$ cat config.mk
export PLATFORM = sky130hd
export DESIGN_NAME = regfile_scoreboard
export DESIGN_NICKNAME = d
export VERILOG_FILES = /design/src/rtl/core_pkg.sv /design/src/rtl/regfile_scoreboard_sb_counter.sv /design/src/rtl/regfile_scoreboard.sv
export SDC_FILE = /design/constraint.sdc
export NUM_CORES = 1
export LEC_CHECK = 0
export BUFFER_PORTS_ARGS = -buffer_cell sky130_fd_sc_hd__buf_2
export CAP_MARGIN = 0
export CELL_PAD_IN_SITES_DETAIL_PLACEMENT = 0
export CELL_PAD_IN_SITES_GLOBAL_PLACEMENT = 1
export CORE_UTILIZATION = 30
export CTS_BUF_LIST = sky130_fd_sc_hd__clkbuf_8
export CTS_CLUSTER_DIAMETER = 80
export DETAILED_ROUTE_END_ITERATION = 6
export GPL_ROUTABILITY_DRIVEN = 1
export PLACE_DENSITY_LB_ADDON = 0.1
export SLEW_MARGIN = 20
export SYNTH_ARGS = -nofsm -noshare
export SYNTH_HDL_FRONTEND = slang
export SYNTH_SLANG_ARGS = --single-unit
export TNS_END_PERCENT = 10
$ cat constraint.sdc
create_clock -name clk -period 11.41 [get_ports clk]
set_clock_uncertainty 0.2 [all_clocks]
set_input_delay 2.282 -clock clk [delete_from_list [all_inputs] [get_ports clk]]
set_output_delay 2.282 -clock clk [all_outputs]
set_load 0.02 [all_outputs]
$ cat src/rtl/core_pkg.sv
// Shared register-index definitions for the core pipeline blocks.
// Contents:
//   REG_IDX_W  width of an architectural register index
//   NUM_REGS   number of architectural registers (RV32E)
//   reg_idx_t  register index type
//   REG_ZERO   index of the hard-wired zero register
package core_pkg;

    localparam int unsigned REG_IDX_W = 4;
    localparam int unsigned NUM_REGS  = 16;

    typedef logic [REG_IDX_W-1:0] reg_idx_t;

    localparam reg_idx_t REG_ZERO = 4'd0;

endpackage

$ cat src/rtl/regfile_scoreboard_sb_counter.sv
// sb_counter: one saturating up/down pending-write counter.
// Ports:
//   clk      in   clock, rising edge
//   rst_n    in   synchronous active-low reset (clears the count)
//   inc      in   add one this cycle
//   dec_a    in   subtract one this cycle (retire)
//   dec_b    in   subtract one this cycle (kill)
//   nonzero  out  count != 0
//   is_one   out  count == 1
//   is_max   out  count == 2^CNT_W-1
//   err      out  this cycle's update would under/overflow (count saturates)
module sb_counter #(
    parameter int unsigned CNT_W = 2
) (
    input  logic clk,
    input  logic rst_n,
    input  logic inc,
    input  logic dec_a,
    input  logic dec_b,
    output logic nonzero,
    output logic is_one,
    output logic is_max,
    output logic err
);

    localparam logic [CNT_W-1:0] CNT_MAX = '1;

    logic [CNT_W-1:0] cnt;
    logic [CNT_W-1:0] cnt_next;
    logic [CNT_W+1:0] up;
    logic [CNT_W+1:0] down;
    logic [CNT_W+1:0] diff;

    // Inc and both decrements are summed so they can cancel in one cycle.
    always_comb begin
        cnt_next = cnt;
        err      = 1'b0;
        up       = {2'b00, cnt} + {{(CNT_W+1){1'b0}}, inc};
        down     = {{(CNT_W+1){1'b0}}, dec_a} + {{(CNT_W+1){1'b0}}, dec_b};
        diff     = '0;
        if (up < down) begin
            cnt_next = '0;
            err      = 1'b1;
        end else begin
            diff = up - down;
            if (diff > {2'b00, CNT_MAX}) begin
                cnt_next = CNT_MAX;
                err      = 1'b1;
            end else begin
                cnt_next = diff[CNT_W-1:0];
            end
        end
    end

    always_ff @(posedge clk) begin
        if (!rst_n) begin
            cnt <= '0;
        end else begin
            cnt <= cnt_next;
        end
    end

    assign nonzero = (cnt != '0);
    assign is_one  = (cnt == {{(CNT_W-1){1'b0}}, 1'b1});
    assign is_max  = (cnt == CNT_MAX);

endmodule

$ cat src/rtl/regfile_scoreboard.sv
// regfile_scoreboard: tracks register writes in flight between issue and
// writeback, and produces RAW / capacity stalls for the decode stage.
// Ports:
//   clk, rst_n                 clock, synchronous active-low reset
//   issue_valid/we/rd          instruction leaving decode and its destination
//   dec_rs1/rs2, dec_use_*     sources of the instruction sitting in decode
//   wb_valid/wb_rd             a tracked write retires this cycle
//   kill_valid/kill_rd         a tracked write is squashed this cycle
//   raw_stall                  decode must hold for a pending source (comb)
//   full_stall                 issue blocked by counter/in-flight limit (comb)
//   pending_mask               bit r set while register r has pending writes
//   inflight                   total pending writes
//   err                        sticky under/overflow flag
module regfile_scoreboard #(
    parameter int unsigned NUM_REGS     = 16,
    parameter int unsigned CNT_W        = 2,
    parameter int unsigned MAX_INFLIGHT = 4
) (
    input  logic                clk,
    input  logic                rst_n,
    input  logic                issue_valid,
    input  logic                issue_we,
    input  logic [3:0]          issue_rd,
    input  logic [3:0]          dec_rs1,
    input  logic [3:0]          dec_rs2,
    input  logic                dec_use_rs1,
    input  logic                dec_use_rs2,
    input  logic                wb_valid,
    input  logic [3:0]          wb_rd,
    input  logic                kill_valid,
    input  logic [3:0]          kill_rd,
    output logic                raw_stall,
    output logic                full_stall,
    output logic [NUM_REGS-1:0] pending_mask,
    output logic [2:0]          inflight,
    output logic                err
);

    import core_pkg::reg_idx_t;
    import core_pkg::REG_ZERO;

    logic                issue_cand;
    logic                tracked_issue;
    logic                wb_dec;
    logic                kill_dec;
    logic                issue_match;
    logic                rs1_hit;
    logic                rs2_hit;
    logic [NUM_REGS-1:0] nonzero_v;
    logic [NUM_REGS-1:0] is_one_v;
    logic [NUM_REGS-1:0] is_max_v;
    logic [NUM_REGS-1:0] cnt_err_v;
    logic [3:0]          infl_up;
    logic [3:0]          infl_down;
    logic [3:0]          infl_diff;
    logic [2:0]          inflight_next;
    logic                infl_err;

    // x0 is never tracked: no counter, and retire/kill of x0 are ignored.
    assign nonzero_v[0] = 1'b0;
    assign is_one_v[0]  = 1'b0;
    assign is_max_v[0]  = 1'b0;
    assign cnt_err_v[0] = 1'b0;

    assign wb_dec     = wb_valid & (wb_rd != REG_ZERO);
    assign kill_dec   = kill_valid & (kill_rd != REG_ZERO);
    assign issue_cand = issue_we & (issue_rd != REG_ZERO);

    // A same-cycle retire/kill of the issuing rd nets the counter to zero
    // change, so the limit does not block that issue.
    assign issue_match = (wb_dec & (wb_rd == issue_rd)) |
                         (kill_dec & (kill_rd == issue_rd));

    assign full_stall = issue_cand &
                        (is_max_v[issue_rd] | (inflight == 3'(MAX_INFLIGHT))) &
                        !issue_match;

    assign tracked_issue = issue_valid & issue_cand & !full_stall;

    // Retiring the last pending write bypasses via regfile write-through;
    // a kill does not, since no data is produced.
    assign rs1_hit = dec_use_rs1 & (dec_rs1 != REG_ZERO) & nonzero_v[dec_rs1] &
                     !(wb_valid & (wb_rd == dec_rs1) & is_one_v[dec_rs1]);
    assign rs2_hit = dec_use_rs2 & (dec_rs2 != REG_ZERO) & nonzero_v[dec_rs2] &
                     !(wb_valid & (wb_rd == dec_rs2) & is_one_v[dec_rs2]);
    assign raw_stall = rs1_hit | rs2_hit;

    for (genvar g = 1; g < NUM_REGS; g++) begin : g_cnt
        sb_counter #(.CNT_W(CNT_W)) u_cnt (
            .clk     (clk),
            .rst_n   (rst_n),
            .inc     (tracked_issue & (issue_rd == reg_idx_t'(g))),
            .dec_a   (wb_dec & (wb_rd == reg_idx_t'(g))),
            .dec_b   (kill_dec & (kill_rd == reg_idx_t'(g))),
            .nonzero (nonzero_v[g]),
            .is_one  (is_one_v[g]),
            .is_max  (is_max_v[g]),
            .err     (cnt_err_v[g])
        );
    end

    // Counters are registered, so the mask is a direct view of flop state.
    assign pending_mask = nonzero_v;

    always_comb begin
        inflight_next = inflight;
        infl_err      = 1'b0;
        infl_up       = {1'b0, inflight} + {3'b000, tracked_issue};
        infl_down     = {3'b000, wb_dec} + {3'b000, kill_dec};
        infl_diff     = '0;
        if (infl_up < infl_down) begin
            inflight_next = '0;
            infl_err      = 1'b1;
        end else begin
            infl_diff = infl_up - infl_down;
            if (infl_diff > 4'(MAX_INFLIGHT)) begin
                inflight_next = 3'(MAX_INFLIGHT);
                infl_err      = 1'b1;
            end else begin
                inflight_next = infl_diff[2:0];
            end
        end
    end

    always_ff @(posedge clk) begin
        if (!rst_n) begin
            inflight <= '0;
            err      <= 1'b0;
        end else begin
            inflight <= inflight_next;
            err      <= err | infl_err | (|cnt_err_v);
        end
    end

endmodule

Word level (Yosys, flattened, before mapping)
Cells that the tools add are included.
- $add $sub $neg: 48
- magnitude comparators: 35
- equality and inequality tests: 80
- muxes and demuxes: 58
- bitwise operators: 70
- reductions and logical operators: 42
- operators with widths (operator ; number):
    equality test 4 bit, second input constant ; 24
    bitwise AND 1 bit ; 64
    greater-than comparator 4 x 2 -> 1 bit, second input constant ; 15
    < comparator 4 bit ; 15
    subtractor 4 bit ; 15
    equality test 4 x 3 -> 1 bit, second input constant ; 12
    adder 2 x 1 -> 3 bit ; 15
    two-way mux 1 bit ; 37
    adder 1 x 1 -> 2 bit ; 16
    OR reduction 2 bit ; 16
    equality test 2 x 1 -> 1 bit, second input constant ; 15
    equality test 2 bit, second input constant ; 15
    two-way mux 2 bit ; 15
    nonzero test 2 bit ; 15
    equality test 4 x 2 -> 1 bit, second input constant ; 6
    binary-select mux 1 bit (select 4 bit) ; 5
    nonzero test 4 bit ; 5
    equality test 4 bit ; 4
    < comparator 4 x 5 -> 1 bit, second input constant ; 3
    OR reduction 15 bit ; 1
    equality test 4 x 1 -> 1 bit, second input constant ; 3
    OR 1 bit ; 5
    adder 3 x 1 -> 4 bit ; 1
    greater-than comparator 4 x 3 -> 1 bit, second input constant ; 1
    other kinds (7) ; 10
- register bits after elaboration: 34
- bits of input ports: 28
- output and inout bits: 22
- logic and storage cells: 351

Depth between registers and ports, before layout
- word-level depth: 16
- gate-level depth with buffers: 20

By module
From an unflattened synthesis, not the netlist that was laid out.
- cell total of the unflattened synthesis: 626
- area, all modules: 5360.1 um2
- by module, submodules not included (module ; times used ; cells each ; area each (um2) ; seq. area each (um2)):
    sb_counter ; 15 ; 25 ; 239.0 ; 40.0
    regfile_scoreboard ; 1 ; 251 ; 1775.5 ; 80.1

Worst setup path before layout
Ideal clock, no wire load.
- path type: in2reg
- start: in issue_rd[2]
- end: reg err
- library setup time: 0.125 ns
- arrival: 5.803 ns
- required time: 11.085 ns
- path slack: 5.282 ns
- stages on the path: 17
- buffers on the path: 2
- cells stage by stage: buf_2 -> and2_4 -> o211ai_1 -> a41oi_1 -> nor4_2 -> o22a_4 -> buf_6 -> nor2_1 -> ha_1 -> ha_1 -> inv_1 -> fa_1 -> ha_1 -> nor2b_1 -> nand2_1 -> or4_1 -> o41a_1
- cells in the longest elaborated chain, start to end: 15
- RTL lines (item ; line ; source):
    start, declared ; regfile_scoreboard.sv:23 ; input logic [3:0] issue_rd,
    binary-select mux 1 bit (select 4 bit), or another cell as far along ; regfile_scoreboard.sv:75 ; (is_max_v[issue_rd] | (inflight == 3'(MAX_INFLIGHT))) &
    two-way mux 1 bit (implied by the code), or another cell as far along ; regfile_scoreboard.sv:75 ;
    OR 1 bit, on equally long branches ; regfile_scoreboard.sv:75, regfile_scoreboard.sv:71 ;
    bitwise AND 1 bit / zero test 1 bit (equally long branches) ; regfile_scoreboard.sv:74, regfile_scoreboard.sv:76 ;
    bitwise AND 1 bit ; regfile_scoreboard.sv:75 ;
    zero test 1 bit ; regfile_scoreboard.sv:78 ; assign tracked_issue = issue_valid & issue_cand & !full_stall;
    bitwise AND 1 bit ; regfile_scoreboard.sv:78 ;
    bitwise AND 1 bit ; regfile_scoreboard.sv:92 ; .inc (tracked_issue & (issue_rd == reg_idx_t'(g))),
    adder 2 x 1 -> 3 bit ; regfile_scoreboard_sb_counter.sv:38 ; up = {2'b00, cnt} + {{(CNT_W+1){1'b0}}, inc};
    subtractor 4 bit ; regfile_scoreboard_sb_counter.sv:45 ; diff = up - down;
    greater-than comparator 4 x 2 -> 1 bit ; regfile_scoreboard_sb_counter.sv:46 ; if (diff > {2'b00, CNT_MAX}) begin
    two-way mux 1 bit ; regfile_scoreboard_sb_counter.sv:46 ;
    two-way mux 1 bit ; regfile_scoreboard_sb_counter.sv:41 ; if (up < down) begin
    OR reduction 15 bit ; regfile_scoreboard.sv:131 ; err <= err | infl_err | (|cnt_err_v);
    OR 1 bit * ; regfile_scoreboard.sv:131 ;
    end signal, assigned ; regfile_scoreboard.sv:131 ;
    end, declared ; regfile_scoreboard.sv:36 ; output logic err
Every way passes the cells marked *; elsewhere a longest branch is shown, timed or not. The select of a mux whose other input is x is not followed.
A chain may end at the register's enable or synchronous reset.

Final worst setup path
- start: in issue_rd[0]
- end: reg err
The elaborated chain is that of the path after synthesis.

==> impl_results.md <==
* Setup Viol. Count Final at 0
* Clk_lat worst skew at 0.32 ns
* Syn nets at approximately 770
* RSZ-0062 raised after global routing: no
* PortBufs at 48
* Most frequent cell after synthesis: inv_1
* Setup TNS at 0 ns
* YS warnings at 0
* Hpwl dp at 13430 um
* Post-synth EDFFs at 0
* Vias in the first global route at 4542
* Synth area leader: ha_1
* Die area at 17400 sq um
* Post-CTS Hold Fix Bufs at 0
* Initial antenna violation count at 0
* Mapped Area at 5062 sq um
* Inserted Diodes at 0
* CTS tree: done
* Max-slew violations at 0
* Post-synthesis xor/xnor area fraction at 0.02249
* Post-CTS Setup Repair Bufs at 0
* PD cells at 129.1 nW/um^2
* Hold slack at between 0.3 and 0.4 ns
* Non-filler instance count after layout at 865
* Pleak at 2.368 nW
* Overall Global Routing Usage at 0.1911
* Final Hold Viols at 0
* Clock Sinks at 34
* Clock buffer depth at 2
* CP Max Fanout at 19
* # rows at 47
* Via density at 5.154
* Routed len/inst at 18.47 um
* Mux contribution to synthesized area at 0.02818
* Post-synth top area share at 0.1977
* Ys async rst share at 0
* Most common library cells after synthesis: inv_1 (87), ha_1 (80), nor2_1 (70), a21oi_1 (47), dfxtp_1 (34)
* Clock Power Share at 0.142
* Peak supply drop at 0.05198 mV
* Syn-to-layout area delta at 6.871%
* Inst Count DP at 859
* Residual DRC at 2
* Sw Pwr at between 300 and 400 uW
* Startpoint class of the critical path: input pin
* Number of CTS-inserted buffers at 5
* Core ar. at between 15000 and 20000 sq um
* Cells after Synth at between 600 and 700
* First-pass GRT wire length at about 25000 um
* Largest net degree at the start of global routing at 20
* Max_slew headroom at 0.5574
* Max_cap viols at 0
* Drt pass-1 iters at 6
* Maximum operating frequency at 150.8 MHz
* Adder-cell area share of the yosys netlist at 0.3203
* PostCTS Resize Cnt at 0
* CTS Root Cell: clkbuf_8
* Gpl congestion at 0.8725
* Switching Share at 0.4901
* Largest cells by area after synthesis: ha_1 (20%), dfxtp_1 (13%), fa_1 (12%)
* Crit Path Class: in2reg
* Final min period at 6.633 ns
* Pwr Total at about 700 uW
* Top_reg_cell synth: dfxtp_1
* Starting Density at 0.3064
* Initial drt markers at ~180
* Total gr overflow at 0
* Routed Antenna Nets at 0
* Status: finished with violations
* Synth Area in Simple Gates at 0.2323
* Fillers at 1778
* Yosys cell types at 60
* Main combinational cell family by area after synthesis: adder cells
* Vias post-DR at between 4000 and 5000
* Internal at about 360 uW
* # IOs at 50
* Failing checks: DRC
* Logic pwr share at 0.545
* Nets at 785
* Sequential share of the synthesized area at 0.1345
* Die X-Extent at 131.9 um
* Tightest Pin Transition at 0.6578 ns
* Worst EP arrival at 6.64 ns
* Post-synthesis register bit count at 34
* Syn_area_per_cell at 8.035 sq um
* WL final at 15970 um
* Period utilisation layout at 0.5814
* Complex-gate fraction of the synthesized area at 0.1468
* Sequential share of power at 0.313
* Clock slew at reported path FFs at 0.07 ns
* Crit path required time at 11.41 ns
* Crit end category: flop
* Die H at 131.9 um
* CTS H-tree lvls at 2
* Share of cells above drive strength 1 at 0.1147
* Hold Crit Class: reg2reg
-- worst paths after layout --
path | cells after the start | slack [ns] | from | to
worst min register to register | 1 | 0.38 | inflight[2]$_SDFF_PP0_ | inflight[2]$_SDFF_PP0_
worst min-delay path | 1 | 0.38 | inflight[2]$_SDFF_PP0_ | inflight[2]$_SDFF_PP0_
worst max-delay path | 16 | 4.78 | issue_rd[0] | err$_SDFF_PN0_
worst max register to register | 15 | 6.62 | g_cnt[8].u_cnt.cnt[1]$_SDFF_PP0_ | err$_SDFF_PN0_
-- flip-flops by register name, indices dropped and copies added (netlist names) --
signal           cells
inflight             3
g_cnt.u_cnt.cnt     30
err                  1
-- area by class of cell --
type                    instances  area (sq um)  share of cell area
well taps                     220         275.3             0.05088
inverters                      88         330.3             0.06105
repair buffers                 48         240.2             0.04440
multi-input cells             469          3801              0.7026
clock buffers                   6         82.58             0.01526
flip-flops and latches         34         680.7              0.1258
-- kinds of logic after synthesis --
| kind of cell | Yosys count |
|---|---|
| and+or+nand+nor | 221 |
| buffers and inverters | 127 |
| AOI/OAI and AO/OA | 114 |
| adders and majority gates | 111 |
| DFF | 34 |
| xor gates and xnor gates | 13 |
| muxes | 9 |
| other | 1 |
-- placed cells by master, fill, tap and decap left out, types with 3 or more instances in the layout --
cell / instances
a211oi_1: 7
a21oi_1: 47
a311oi_1: 3
a31oi_1: 6
and3_1: 3
buf_2: 48
clkbuf_8: 6
dfxtp_1: 34
fa_1: 31
ha_1: 80
inv_1: 87
mux2i_1: 3
mux4_2: 4
nand2_1: 33
nand2b_1: 26
nand3_1: 7
nand3b_1: 11
nand4_1: 5
nor2_1: 70
nor2b_1: 8
nor3_1: 13
nor3b_1: 11
nor4_1: 10
o2111ai_1: 7
o211ai_1: 7
o21a_1: 9
o21ai_0: 12
o41a_1: 3
or2_2: 5
xnor2_1: 7
xor2_1: 6
-- power groups by stage --
stage	Sequential (mW)	Combinational [mW]	Clock, mW
2_1_floorplan	0.195	0.309	0
3_3_place_gp	0.221	0.381	0
3_5_place_dp	0.222	0.384	0
4_1_cts	0.219	0.386	0.103
5_1_grt	0.226	0.435	0.107
6_report	0.219	0.381	0.0995
-- metrics by stage --
stage,area (sq um),util,setup WS (ns)
3_3_place_gp,5328,0.3224,4.453
4_1_cts,5410,0.3274,4.717
2_1_floorplan,5062,-,5.282
5_1_grt,5410,0.3274,4.489
3_5_place_dp,5328,0.3224,4.382
6_report,5410,0.3274,4.777
-- worst max-delay path, cell delays in order --
cell and delay [ns]:
buf_2 0.33, inv_1 0.15, nor2_1 0.30, a311oi_1 0.17, nor4_2 0.38, o22a_4 0.30
nor2_1 0.09, ha_1 0.23, ha_1 0.29, inv_1 0.05, fa_1 0.42, ha_1 0.28
nor2b_1 0.25, nand2_1 0.12, or4_1 0.55, o41a_1 0.42
-- metal layers --
| metal | routed length, um | GRT usage |
|---|---|---|
| met5 | 0 | 0 |
| met1 | 7483 | 0.2549 |
| met2 | 7478 | 0.3254 |
| met3 | 709 | 0.02115 |
| met4 | 302 | 0.05297 |
Note: power is estimated with default switching activity, not from simulation.
